--- config.mk ---
export PLATFORM = sky130hd
export DESIGN_NAME = hazard_ctrl
export DESIGN_NICKNAME = d
export VERILOG_FILES = /design/src/rtl/riscs_pipe_pkg.sv /design/src/rtl/hazard_detect.sv /design/src/rtl/hazard_ctrl.sv
export SDC_FILE = /design/constraint.sdc
export NUM_CORES = 1
export LEC_CHECK = 0
export BUFFER_PORTS_ARGS = -buffer_cell sky130_fd_sc_hd__buf_2
export CAP_MARGIN = 15
export CORE_MARGIN = 4
export CORE_UTILIZATION = 45
export DETAILED_ROUTE_END_ITERATION = 8
export PLACE_DENSITY = 0.66
export REMOVE_ABC_BUFFERS = 1
export SLEW_MARGIN = 20
export SYNTH_ARGS = -nofsm -noshare
export SYNTH_HDL_FRONTEND = slang
export SYNTH_SLANG_ARGS = --single-unit
--- constraint.sdc ---
create_clock -name inp_clk -period 6.74 [get_ports inp_clk]
set_input_delay 1.011 -clock inp_clk [delete_from_list [all_inputs] [get_ports inp_clk]]
set_output_delay 1.011 -clock inp_clk [all_outputs]
set_load 0.005 [all_outputs]
--- src/rtl/riscs_pipe_pkg.sv ---
// Shared definitions for the 16-bit RISC pipeline: register-address width,
// the NOP encoding, and the pipeline sequencing state type.
package riscs_pipe_pkg;

    // Default register-address width (8 architectural registers, r0 reads zero)
    localparam int PIPE_REG_AW = 3;

    // Encoding loaded into IF_ID when it is flushed
    localparam logic [15:0] NOP_INSTR = 16'h0000;

    typedef enum logic [1:0] {
        RUN    = 2'd0,
        LSTALL = 2'd1,
        MWAIT  = 2'd2,
        ERR    = 2'd3
    } pipe_state_t;

endpackage

--- src/rtl/hazard_detect.sv ---
// Load-use hazard comparator: flags an ID instruction that reads the
// destination of a load currently in EX. r0 never creates a dependency.
module hazard_detect
    import riscs_pipe_pkg::*;
#(
    parameter int REG_AW = PIPE_REG_AW
) (
    input  logic [REG_AW-1:0] rs1,
    input  logic [REG_AW-1:0] rs2,
    input  logic              uses_rs2,
    input  logic [REG_AW-1:0] rd,
    input  logic              mem_read,
    output logic              hit
);

    // Hazard when a load writes a register the ID instruction actually reads
    assign hit = mem_read && (rd != '0) &&
                 ((rd == rs1) || (uses_rs2 && (rd == rs2)));

endmodule

--- src/rtl/hazard_ctrl.sv ---
// Pipeline sequencing controller: PC / IF_ID / ID_EX enables, IF_ID flush
// and ID_EX bubble, with load-use stalls, branch flushes, data-memory wait
// states, a memory timeout trap and a saturating stall-cycle counter.
//
//   state  | meaning
//   -------+-------------------------------------------------------------
//   RUN    | normal issue; load-use hazards detected here
//   LSTALL | remaining bubbles of a multi-cycle load-use stall
//   MWAIT  | pipeline frozen waiting for data memory; timeout running
//   ERR    | memory timed out; pipeline dead until reset
module hazard_ctrl
    import riscs_pipe_pkg::*;
#(
    parameter int REG_AW            = PIPE_REG_AW,
    parameter int LOAD_STALL_CYCLES = 1,
    parameter int MEM_TIMEOUT       = 255,
    parameter int CNT_W             = 16
) (
    input  logic              inp_clk,
    input  logic              inp_reset_n,
    input  logic [REG_AW-1:0] inp_if_id_rs1,
    input  logic [REG_AW-1:0] inp_if_id_rs2,
    input  logic              inp_uses_rs2,
    input  logic [REG_AW-1:0] inp_id_ex_rd,
    input  logic              inp_id_ex_mem_read,
    input  logic              inp_branch_taken,
    input  logic              inp_mem_req,
    input  logic              inp_mem_ready,
    input  logic              inp_clr_cnt,
    output logic              out_pc_write,
    output logic              out_if_id_write,
    output logic              out_if_id_flush,
    output logic              out_id_ex_write,
    output logic              out_id_ex_bubble,
    output logic              out_mem_error,
    output logic [CNT_W-1:0]  out_stall_cycles
);

    // Load counter reload: bubbles still owed after the detecting cycle
    localparam logic [3:0]  LCNT_LOAD = 4'(LOAD_STALL_CYCLES - 1);
    localparam logic [16:0] TIMEOUT   = 17'(MEM_TIMEOUT);

    pipe_state_t state, state_nxt;
    logic [3:0]  lcnt, lcnt_nxt;
    logic [15:0] tcnt, tcnt_nxt;
    logic [16:0] tcnt_inc;
    logic        load_hit;
    logic        mem_wait;

    hazard_detect #(
        .REG_AW (REG_AW)
    ) u_detect (
        .rs1      (inp_if_id_rs1),
        .rs2      (inp_if_id_rs2),
        .uses_rs2 (inp_uses_rs2),
        .rd       (inp_id_ex_rd),
        .mem_read (inp_id_ex_mem_read),
        .hit      (load_hit)
    );

    assign mem_wait = inp_mem_req && !inp_mem_ready;
    assign tcnt_inc = {1'b0, tcnt} + 17'd1;

    // State, load counter and timeout counter registers
    always_ff @(posedge inp_clk or negedge inp_reset_n) begin
        if (!inp_reset_n) begin
            state <= RUN;
            lcnt  <= '0;
            tcnt  <= '0;
        end else begin
            state <= state_nxt;
            lcnt  <= lcnt_nxt;
            tcnt  <= tcnt_nxt;
        end
    end

    // Next-state and counter update; memory wait outranks branch, which outranks load-use
    always_comb begin
        state_nxt = state;
        lcnt_nxt  = lcnt;
        tcnt_nxt  = tcnt;
        case (state)
            RUN, LSTALL: begin
                if (mem_wait) begin
                    // this cycle is the first wait cycle; the load counter is kept
                    tcnt_nxt  = 16'd1;
                    state_nxt = (TIMEOUT <= 17'd1) ? ERR : MWAIT;
                end else if (inp_branch_taken) begin
                    state_nxt = RUN;
                    lcnt_nxt  = '0;
                end else if (state == LSTALL) begin
                    if (lcnt <= 4'd1) begin
                        state_nxt = RUN;
                        lcnt_nxt  = '0;
                    end else begin
                        lcnt_nxt = lcnt - 4'd1;
                    end
                end else if (load_hit && (LOAD_STALL_CYCLES > 1)) begin
                    state_nxt = LSTALL;
                    lcnt_nxt  = LCNT_LOAD;
                end
            end
            MWAIT: begin
                if (inp_mem_ready) begin
                    tcnt_nxt  = '0;
                    state_nxt = (lcnt != '0) ? LSTALL : RUN;
                end else if (tcnt_inc >= TIMEOUT) begin
                    state_nxt = ERR;
                end else begin
                    tcnt_nxt = tcnt_inc[15:0];
                end
            end
            ERR: begin
                state_nxt = ERR;
            end
            default: begin
                state_nxt = RUN;
            end
        endcase
    end

    // Mealy pipeline controls; reset forces the free-running values immediately
    always_comb begin
        out_pc_write     = 1'b1;
        out_if_id_write  = 1'b1;
        out_id_ex_write  = 1'b1;
        out_if_id_flush  = 1'b0;
        out_id_ex_bubble = 1'b0;
        if (inp_reset_n) begin
            case (state)
                RUN, LSTALL: begin
                    if (mem_wait) begin
                        out_pc_write    = 1'b0;
                        out_if_id_write = 1'b0;
                        out_id_ex_write = 1'b0;
                    end else if (inp_branch_taken) begin
                        out_if_id_flush  = 1'b1;
                        out_id_ex_bubble = 1'b1;
                    end else if ((state == LSTALL) || load_hit) begin
                        out_pc_write     = 1'b0;
                        out_if_id_write  = 1'b0;
                        out_id_ex_bubble = 1'b1;
                    end
                end
                default: begin
                    // MWAIT and ERR: everything held, branch ignored
                    out_pc_write    = 1'b0;
                    out_if_id_write = 1'b0;
                    out_id_ex_write = 1'b0;
                end
            endcase
        end
    end

    // ERR is left only through reset, so the flag is sticky by construction
    assign out_mem_error = (state == ERR);

    // Saturating count of cycles in which the PC did not advance; clear wins
    always_ff @(posedge inp_clk or negedge inp_reset_n) begin
        if (!inp_reset_n) begin
            out_stall_cycles <= '0;
        end else if (inp_clr_cnt) begin
            out_stall_cycles <= '0;
        end else if (!out_pc_write && (out_stall_cycles != '1)) begin
            out_stall_cycles <= out_stall_cycles + 1'b1;
        end
    end

endmodule

; ---- Word-level counts from Yosys, hierarchy flattened
; Index checks and enable logic that the tools add are counted.
[op_classes]
addsub = 3
n_lt_le_gt_ge = 2
eq_ne = 11
muxes = 34
n_bitwise = 1
n_reduce_logical = 19
[op_table]
columns = operator, count
row1 = $mux W16, 5
row2 = $pmux W16 S2, 1
row3 = $mux W1, 18
row4 = $add A16 B1 Y17 const B, 1
row5 = $ge A17 B8 Y1 const B, 1
row6 = $add A16 B1 Y16 const B, 1
row7 = $ne A16 B16 Y1 const B, 1
row8 = $mux W2, 6
row9 = $mux W4, 3
row10 = $reduce_and A3 Y1, 3
row11 = $ne A4 B4 Y1 const B, 2
row12 = $eq A3 B3 Y1, 2
row13 = $ne A3 B3 Y1 const B, 2
row14 = $pmux W2 S3, 1
row15 = $reduce_bool A2 Y1, 3
row16 = $logic_and A1 B1 Y1, 5
row17 = $eq A2 B2 Y1 const B, 2
row18 = $le A4 B1 Y1 const B, 1
row19 = $reduce_bool A4 Y1, 1
row20 = $sub A4 B1 Y4 const B, 1
row21 = $reduce_bool A3 Y1, 1
row22 = $eq A2 B1 Y1 const B, 1
row23 = $logic_not A1 Y1, 2
row24 = $logic_not A2 Y1, 1
row25 = other kinds (4), 5
[word_totals]
reg_bits = 38
input_bits = 17
output_inout_bits = 22
wordCells = 74

; ---- Logic depth before layout (Yosys ltp)
; Gate-level depths: netlist of the first run.
[depth]
depth_word = 14
mapped_depth = 9
ltp_nobuf = 7

; ---- Modules after synthesis
; From an unflattened synthesis of the first run, not the netlist that was laid out.
[unflattened]
hier_cells = 260
area_unflattened_um2 = 2312.2
[by_module_without_submodules]
columns = mod, n_inst, cells_per_inst, area_per_inst_um2, seq_area_each_um2
row1 = hazard_ctrl, 1, 250, 2235.9, 950.9
row2 = hazard_detect, 1, 10, 76.3, 0.0

; ---- Worst setup path after synthesis of the first run
; Ideal clock, no wire load.
[synth_path]
path_type = in2out
start = input port inp_mem_req
end = output port out_pc_write
t_arrival_ps = 2494
required_time_ps = 5729
slack_ps = 3235
stages = 7
path_buffers = 3
cell_sequence = nor2b_1 or2_2 o21ai_0 o41a_1 clkbuf_1 clkbuf_1 buf_4
[synth_between]
elab_chain_len = 4
[synth_rtl]
columns = element, line
row1 = start: declaration, hazard_ctrl.sv:27  ; input logic inp_mem_req,
row2 = $logic_and A1 B1 Y1, hazard_ctrl.sv:61  ; assign mem_wait = inp_mem_req && !inp_mem_ready;
row3 = $mux W1 (3 in series), --
row4 = end: declaration, hazard_ctrl.sv:30  ; output logic out_pc_write,
; No other way between the ends.

; ---- Worst setup path in the final report of the first run
[layout_path]
start = input port inp_mem_req
end = output port out_if_id_write
[layout_between]
elab_chain_len = 4
[layout_rtl]
columns = element, line
row1 = $logic_and A1 B1 Y1, hazard_ctrl.sv:61
row2 = $mux W1, hazard_ctrl.sv:132  ; if (mem_wait) begin
row3 = $mux W1, hazard_ctrl.sv:130  ; case (state)
row4 = $mux W1, hazard_ctrl.sv:129  ; if (inp_reset_n) begin
row5 = end: declaration, hazard_ctrl.sv:31  ; output logic out_if_id_write,
; No other way between the ends.

==> impl_metrics.env, run 1 <==
export IMPL_clk_path_buf_depth=2
export IMPL_synth_seq_area_share_pct=37.6
export IMPL_worstMarginPinSlew_ns=0.928
export IMPL_ctsResizeCount=0
export IMPL_rsz0062_at_grt="no"
export IMPL_cts_root_buf="clkbuf_8"
export IMPL_h_tree_depth=2
export IMPL_cp_max_fo=30
export IMPL_grt_ovfl_total=0
export IMPL_dp_slack_ns=2.94
export IMPL_setup_tns_ns=0
export IMPL_area_growth_syn_to_layout_pct=11.6
export IMPL_power_uw=625
export IMPL_ir_drop_mv=0.169
export IMPL_period_minus_slack_ns=3.80
export IMPL_ys_ff_latch=38
export IMPL_status="finished, final reports clean"
export IMPL_grt_usage_pct=16.5
export IMPL_r2r_cells=7
export IMPL_antenna_cells=0
export IMPL_drcViolationCount=0
export IMPL_cts_buffers=5
export IMPL_worstSetupPathType="in -> out"
export IMPL_setup_viol=0
export IMPL_wirelength_mm=5.63
export IMPL_synth_simple_area_share_pct=30.0
export IMPL_ant_nets=0
export IMPL_die_h_um=82.9
export IMPL_rows=27
export IMPL_via_count=2312
export IMPL_utilization_pct=51.5
export IMPL_end_kind="output pin"
export IMPL_max_freq_mhz=263
export IMPL_clk_pin_slew_ns=0.07
export IMPL_final_max_slew_viol_count=0
export IMPL_synth_cell_types=48
export IMPL_synth_compound_area_share_pct=19.4
export IMPL_finalWorstSetupSlack_ns=2.94
export IMPL_worstPathArrival_ns=2.78
export IMPL_async_reset_ff_share_pct=100
export IMPL_p_leak_nw=1.20
export IMPL_synth_cell_area_sq_um=2530
export IMPL_dr_pass1_iters=5
export IMPL_synth_top_family_by_area="simple AND/OR/NAND/NOR gates"
export IMPL_synth_edf_count=0
export IMPL_synth_area_mux_share_pct=3.32
export IMPL_grt_pass1_wl_mm=9.71
export IMPL_syn_area_per_cell_sq_um=8.53
export IMPL_grt_max_degree=43
export IMPL_start_util_pct=46.2
export IMPL_ys_flop_type="dfrtp_1"
export IMPL_power_density_nw_per_um2=221
export IMPL_wl_per_cell_um=14.2
export IMPL_grt_pass1_vias=2081
export IMPL_antenna_found_initial=0
export IMPL_min_path_cells=2
export IMPL_portBuffers=38
export IMPL_drive_gt1_share_pct=17.9
export IMPL_clkLatencyLatePin_ns=0.29
export IMPL_ctsHoldBuffers=0
export IMPL_dieArea_sq_um=6880
export IMPL_io_pins=39
export IMPL_ys_warn_count=0
export IMPL_core_region_area_sq_um=5470
export IMPL_maxCapViolations=0
export IMPL_synth_xor_area_share_pct=2.43
export IMPL_clkSinkCount=38
export IMPL_dp_hpwl_mm=4.01
export IMPL_synthCells=296
export IMPL_clock_skew_ns=0.00512
export IMPL_die_w_um=82.9
export IMPL_cp_required_ns=5.73
export IMPL_crit_path_start_kind="primary input"
export IMPL_via_per_inst=5.84
export IMPL_finalCritPeriodShare_pct=56.3
export IMPL_relSlewSlack_pct=38.1
export IMPL_postCtsSetupBuffers=0
export IMPL_hp_class="reg -> reg"
export IMPL_cts_tree="done"
export IMPL_whs_ns=0.526
export IMPL_drt_iter0_markers=79
export IMPL_gp_congestion=0.819
export IMPL_hold_viol_final=0
export IMPL_synthAdderAreaFrac_pct=2.48
export IMPL_layout_nets=346
[kinds of logic after synthesis]
logic type	after synthesis
buffers and inverters	29
muxes	8
and+or+nand+nor	137
DFF	38
AOI/OAI and AO/OA	72
adders and majority gates	5
xor gates and xnor gates	7
[cell usage after synthesis, drive strengths merged (10+ instances only)]
library cell,number,area share [%]
dfrtp,38,38
nand2,25,3.7
a21oi,18,3.6
nor2,16,2.4
nor3,15,3.0
o21ai,15,3.1
clkbuf,14,2.1
nand3,13,2.6
nand4,10,2.7
or4,10,3.0
[final cells by class]
class / instances / area, sq um
Clock buffer: 5 / 68.8
Clock inverter: 2 / 10.0
Fill cell: 550 / 2650
Inverter: 9 / 33.8
Multi-Input combinational cell: 229 / 1450
Sequential cell: 38 / 951
Tap cell: 72 / 90.1
Timing Repair Buffer: 41 / 213
[per-stage QoR]
step | area, sq um | cells
after floorplan | 2440 | 276
after global placement | 2740 | 389
after detailed placement | 2740 | 389
after CTS | 2820 | 396
after global routing | 2820 | 396
final | 2820 | 396
[power by group]
part           internal (mW)  total [mW]  switching, mW
clock network         0.0694       0.147         0.0773
registers              0.253       0.297         0.0446
logic                 0.0761       0.181          0.104
total                  0.398       0.625          0.226
[layout by cell type, fill, tap and decap left out, types with 2 or more instances in the layout]
cell type  synthesis  final
a31oi_1            2      2
mux2i_1            5      5
nor2b_1            7      7
nand4_1            9      9
ha_1               5      5
clkbuf_8           0      5
o211ai_1           2      2
nand2_1           25     25
nand4b_1           3      3
and3_1             4      4
clkinv_2           0      2
inv_1              9      9
a21oi_1           18     18
o31ai_1            9      9
o21ai_0           13     13
o41ai_1            2      2
or4_1             10     10
buf_2              4     38
xnor2_1            7      7
or3_1              6      6
or2_2              3      3
nand2b_1           9      9
nor4_1             7      7
and2_1             3      3
and4_1             3      3
a21boi_0           7      7
nand3_1           13     13
o21a_1             3      3
a311o_1            5      5
dfrtp_1           38     38
buf_4              2      3
mux2_2             3      3
nor2_1            16     16
nor3_1            15     15
[flip-flops by register name (all words and copies together) (netlist names)]
name and cells:
state 2, out_stall_cycles 16, tcnt 16, lcnt 4
[path summary, 6_finish.rpt]
path,slack [ns],end,start
max,2.94,out_if_id_write,inp_mem_req
min,0.53,lcnt[1],lcnt[1]
min in group asynchronous,0.77,out_stall_cycles[4],inp_reset_n
max reg2reg,3.68,tcnt[0],tcnt[0]
min reg2reg,0.53,lcnt[1],lcnt[1]
max in group asynchronous,5.62,lcnt[2],inp_reset_n
[worst max-delay path: stages]
cell and delay (ns):
buf_2 0.09, nor2b_1 0.13, or2_2 0.32, o21ai_0 0.18, o41a_1 0.79, buf_2 0.25
[routing by layer]
metal | part of all wire (%) | global-route usage (%) | vias up | routed length, um
li1 | - | - | 1164 | -
met1 | 47 | 22.0 | 1101 | 2670
met3 | 4.3 | 3.77 | 5 | 242
met4 | 1.3 | 4.90 | 0 | 75
met2 | 47 | 26.7 | 42 | 2650
met5 | 0 | 0 | - | 0
Note: power is estimated with default switching activity, not from simulation.
==> inputs of run 2 (changes only) <==
--- a/config.mk
+++ b/config.mk
@@ -10,7 +10,7 @@
 export CORE_MARGIN = 4
 export CORE_UTILIZATION = 45
 export DETAILED_ROUTE_END_ITERATION = 8
-export PLACE_DENSITY = 0.66
+export PLACE_DENSITY = 0.68
 export REMOVE_ABC_BUFFERS = 1
 export SLEW_MARGIN = 20
 export SYNTH_ARGS = -nofsm -noshare
==> constraint.sdc (replaced) <==
create_clock -name inp_clk -period 3.1 [get_ports inp_clk]
set_input_delay 0.465 -clock inp_clk [delete_from_list [all_inputs] [get_ports inp_clk]]
set_output_delay 0.465 -clock inp_clk [all_outputs]
set_load 0.005 [all_outputs]
==> impl_metrics.env, run 2 (same netlist as run 1, synthesis figures left out) <==
export IMPL_status="finished, final reports clean"
export IMPL_hp_class="in -> async"
export IMPL_worstPathArrival_ns=2.30
export IMPL_cp_max_fo=28
export IMPL_drcViolationCount=0
export IMPL_clkSinkCount=38
export IMPL_grt_max_degree=41
export IMPL_antenna_found_initial=0
export IMPL_grt_util_met2_pct=28.2
export IMPL_clock_skew_ns=0.00610
export IMPL_cts_root_buf="clkbuf_8"
export IMPL_path_buf_inv=1
export IMPL_max_freq_mhz=362
export IMPL_gp_congestion=0.879
export IMPL_final_cell_mix="buf_2, dfrtp_1, nand2_1"
export IMPL_worst_path_max_delay_cell="o41a_1"
export IMPL_period_minus_slack_ns=2.76
export IMPL_clkLatencyLatePin_ns=0.29
export IMPL_fill_cells=535
export IMPL_grt_pass1_vias=2200
export IMPL_clk_pin_slew_ns=0.08
export IMPL_via_count=2342
export IMPL_wirelength_mm=5.76
export IMPL_via_per_inst=5.84
export IMPL_path_cells="or2_2, o21ai_0, o41a_1, buf_2"
export IMPL_portBuffers=38
export IMPL_net_switching_power_uw=508
export IMPL_p_sw_share_pct=35.9
export IMPL_setup_tns_ns=0
export IMPL_dp_slack_ns=0.311
export IMPL_grt_use_met3_pct=3.37
export IMPL_top_regs="out_stall_cycles: 16 flops, tcnt: 16 flops, lcnt: 4 flops"
export IMPL_worst_r2r_endpoint="tcnt[0]"
export IMPL_worstMarginPinSlew_ns=0.925
export IMPL_cts_tree="done"
export IMPL_finalCritPeriodShare_pct=89.1
export IMPL_cp_top_family="compound AO/OA/AOI/OAI gates"
export IMPL_reg2reg_from="tcnt[1]"
export IMPL_crit_path_start_kind="flop"
export IMPL_rows=27
export IMPL_grt_ovfl_total=0
export IMPL_dieArea_sq_um=6880
export IMPL_die_w_um=82.9
export IMPL_finalWorstSetupSlack_ns=0.337
export IMPL_layout_nets=350
export IMPL_busiest_layer="met2"
export IMPL_ctsResizeCount=0
export IMPL_rsz0062_at_grt="no"
export IMPL_worstSetupPathType="reg -> out"
export IMPL_power_density_nw_per_um2=494
export IMPL_maxCapViolations=0
export IMPL_area_growth_syn_to_layout_pct=13.5
export IMPL_grt_usage_pct=17.0
export IMPL_p_clk_share_pct=24.9
export IMPL_drive_gt1_share_pct=19.1
export IMPL_end_kind="output pin"
export IMPL_cp_required_ns=2.63
export IMPL_internal_power_uw=908
export IMPL_core_region_area_sq_um=5470
export IMPL_drt_iter0_markers=113
export IMPL_setup_viol=0
export IMPL_ant_nets=0
export IMPL_wl_per_cell_um=14.4
export IMPL_hold_viol_final=0
export IMPL_h_tree_depth=2
export IMPL_clk_path_buf_depth=2
export IMPL_dr_pass1_iters=4
export IMPL_seq_power_share_pct=44.5
export IMPL_ctsHoldBuffers=0
export IMPL_ff2ff_setup_slack_ns=0.44
export IMPL_die_h_um=82.9
export IMPL_final_max_slew_viol_count=0
export IMPL_cts_buffers=5
export IMPL_start_util_pct=46.2
export IMPL_r2r_cells=7
export IMPL_antenna_cells=0
export IMPL_met1_usage_pct=22.6
export IMPL_p_comb_share_pct=30.6
export IMPL_relSlewSlack_pct=38.3
export IMPL_io_pins=39
export IMPL_ir_drop_mv=0.318
export IMPL_postCtsSetupBuffers=0
export IMPL_p_leak_nw=1.22
export IMPL_dp_hpwl_mm=4.10
export IMPL_max_stage_delay_ns=0.78
export IMPL_grt_pass1_wl_mm=10.2
-- run 2: changes by cell type in the layout (fill, tap and decap cells not counted) --
cell	previous run	this run
buf_4	3	7
clkbuf_8	5	6
clkinv_2	2	1
clkinvlp_4	0	1
-- run 2: worst reg2reg max path, stage by stage, from the launching register on --
cell and delay (ns):
dfrtp_1 0.49, ha_1 0.35, nand3_1 0.22, or4_1 0.45, a21oi_1 0.15, o32ai_1 0.11, or2_0 0.36, a311o_1 0.41
-- run 2: cell type report --
class / instances / area [sq um] / area share (%)
inverter: 9 / 33.8 / 1.18
multi-input combinational: 229 / 1450 / 50.7
clock inverter: 2 / 12.5 / 0.436
timing repair buffer: 45 / 243 / 8.47
sequential: 38 / 951 / 33.2
tap: 72 / 90.1 / 3.14
clock buffer: 6 / 82.6 / 2.88
-- run 2: power groups by stage --
stage | clock network, mW | logic [mW] | registers (mW)
global route | 0.389 | 0.501 | 0.642
finish | 0.353 | 0.432 | 0.630
detailed placement | 0 | 0.431 | 0.638
CTS | 0.370 | 0.434 | 0.628
global placement | 0 | 0.418 | 0.637
floorplan | 0 | 0.286 | 0.627
-- run 2: through the flow --
| step | utilization [%] | hold WS (ns) | std cells | instance area, sq um | power [mW] |
|---|---|---|---|---|---|
| finish | 52.4 | 0.288 | 401 | 2870 | 1.42 |
| global route | 52.4 | 0.342 | 401 | 2870 | 1.53 |
| CTS | 52.4 | 0.310 | 401 | 2870 | 1.43 |
| detailed placement | 50.6 | 0.495 | 393 | 2770 | 1.07 |
| global placement | 50.6 | 0.492 | 393 | 2770 | 1.05 |
| floorplan | - | 0.169 | 276 | 2440 | 0.913 |
-- run 2: how the worst max path moves through the flow --
stage                               start                   end  slack, ns  cells past startpoint
after global placement        inp_mem_req       out_if_id_write       0.43                      6
after detailed placement  inp_id_ex_rd[2]  out_stall_cycles[10]       0.31                      7
after global routing             state[1]          out_pc_write       0.15                      4
final                            state[1]       out_if_id_write       0.34                      4
after floorplan                   tcnt[0]               tcnt[0]       0.56                      7
after CTS                        state[1]       out_if_id_write       0.32                      4
-- run 2: per-layer routing --
layer,vias up,wire length (um),part of all wire [%]
met1,1131,2660,46
met4,0,27,0.47
li1,1164,-,-
met5,-,0,0
met2,43,2870,50
met3,4,210,3.6
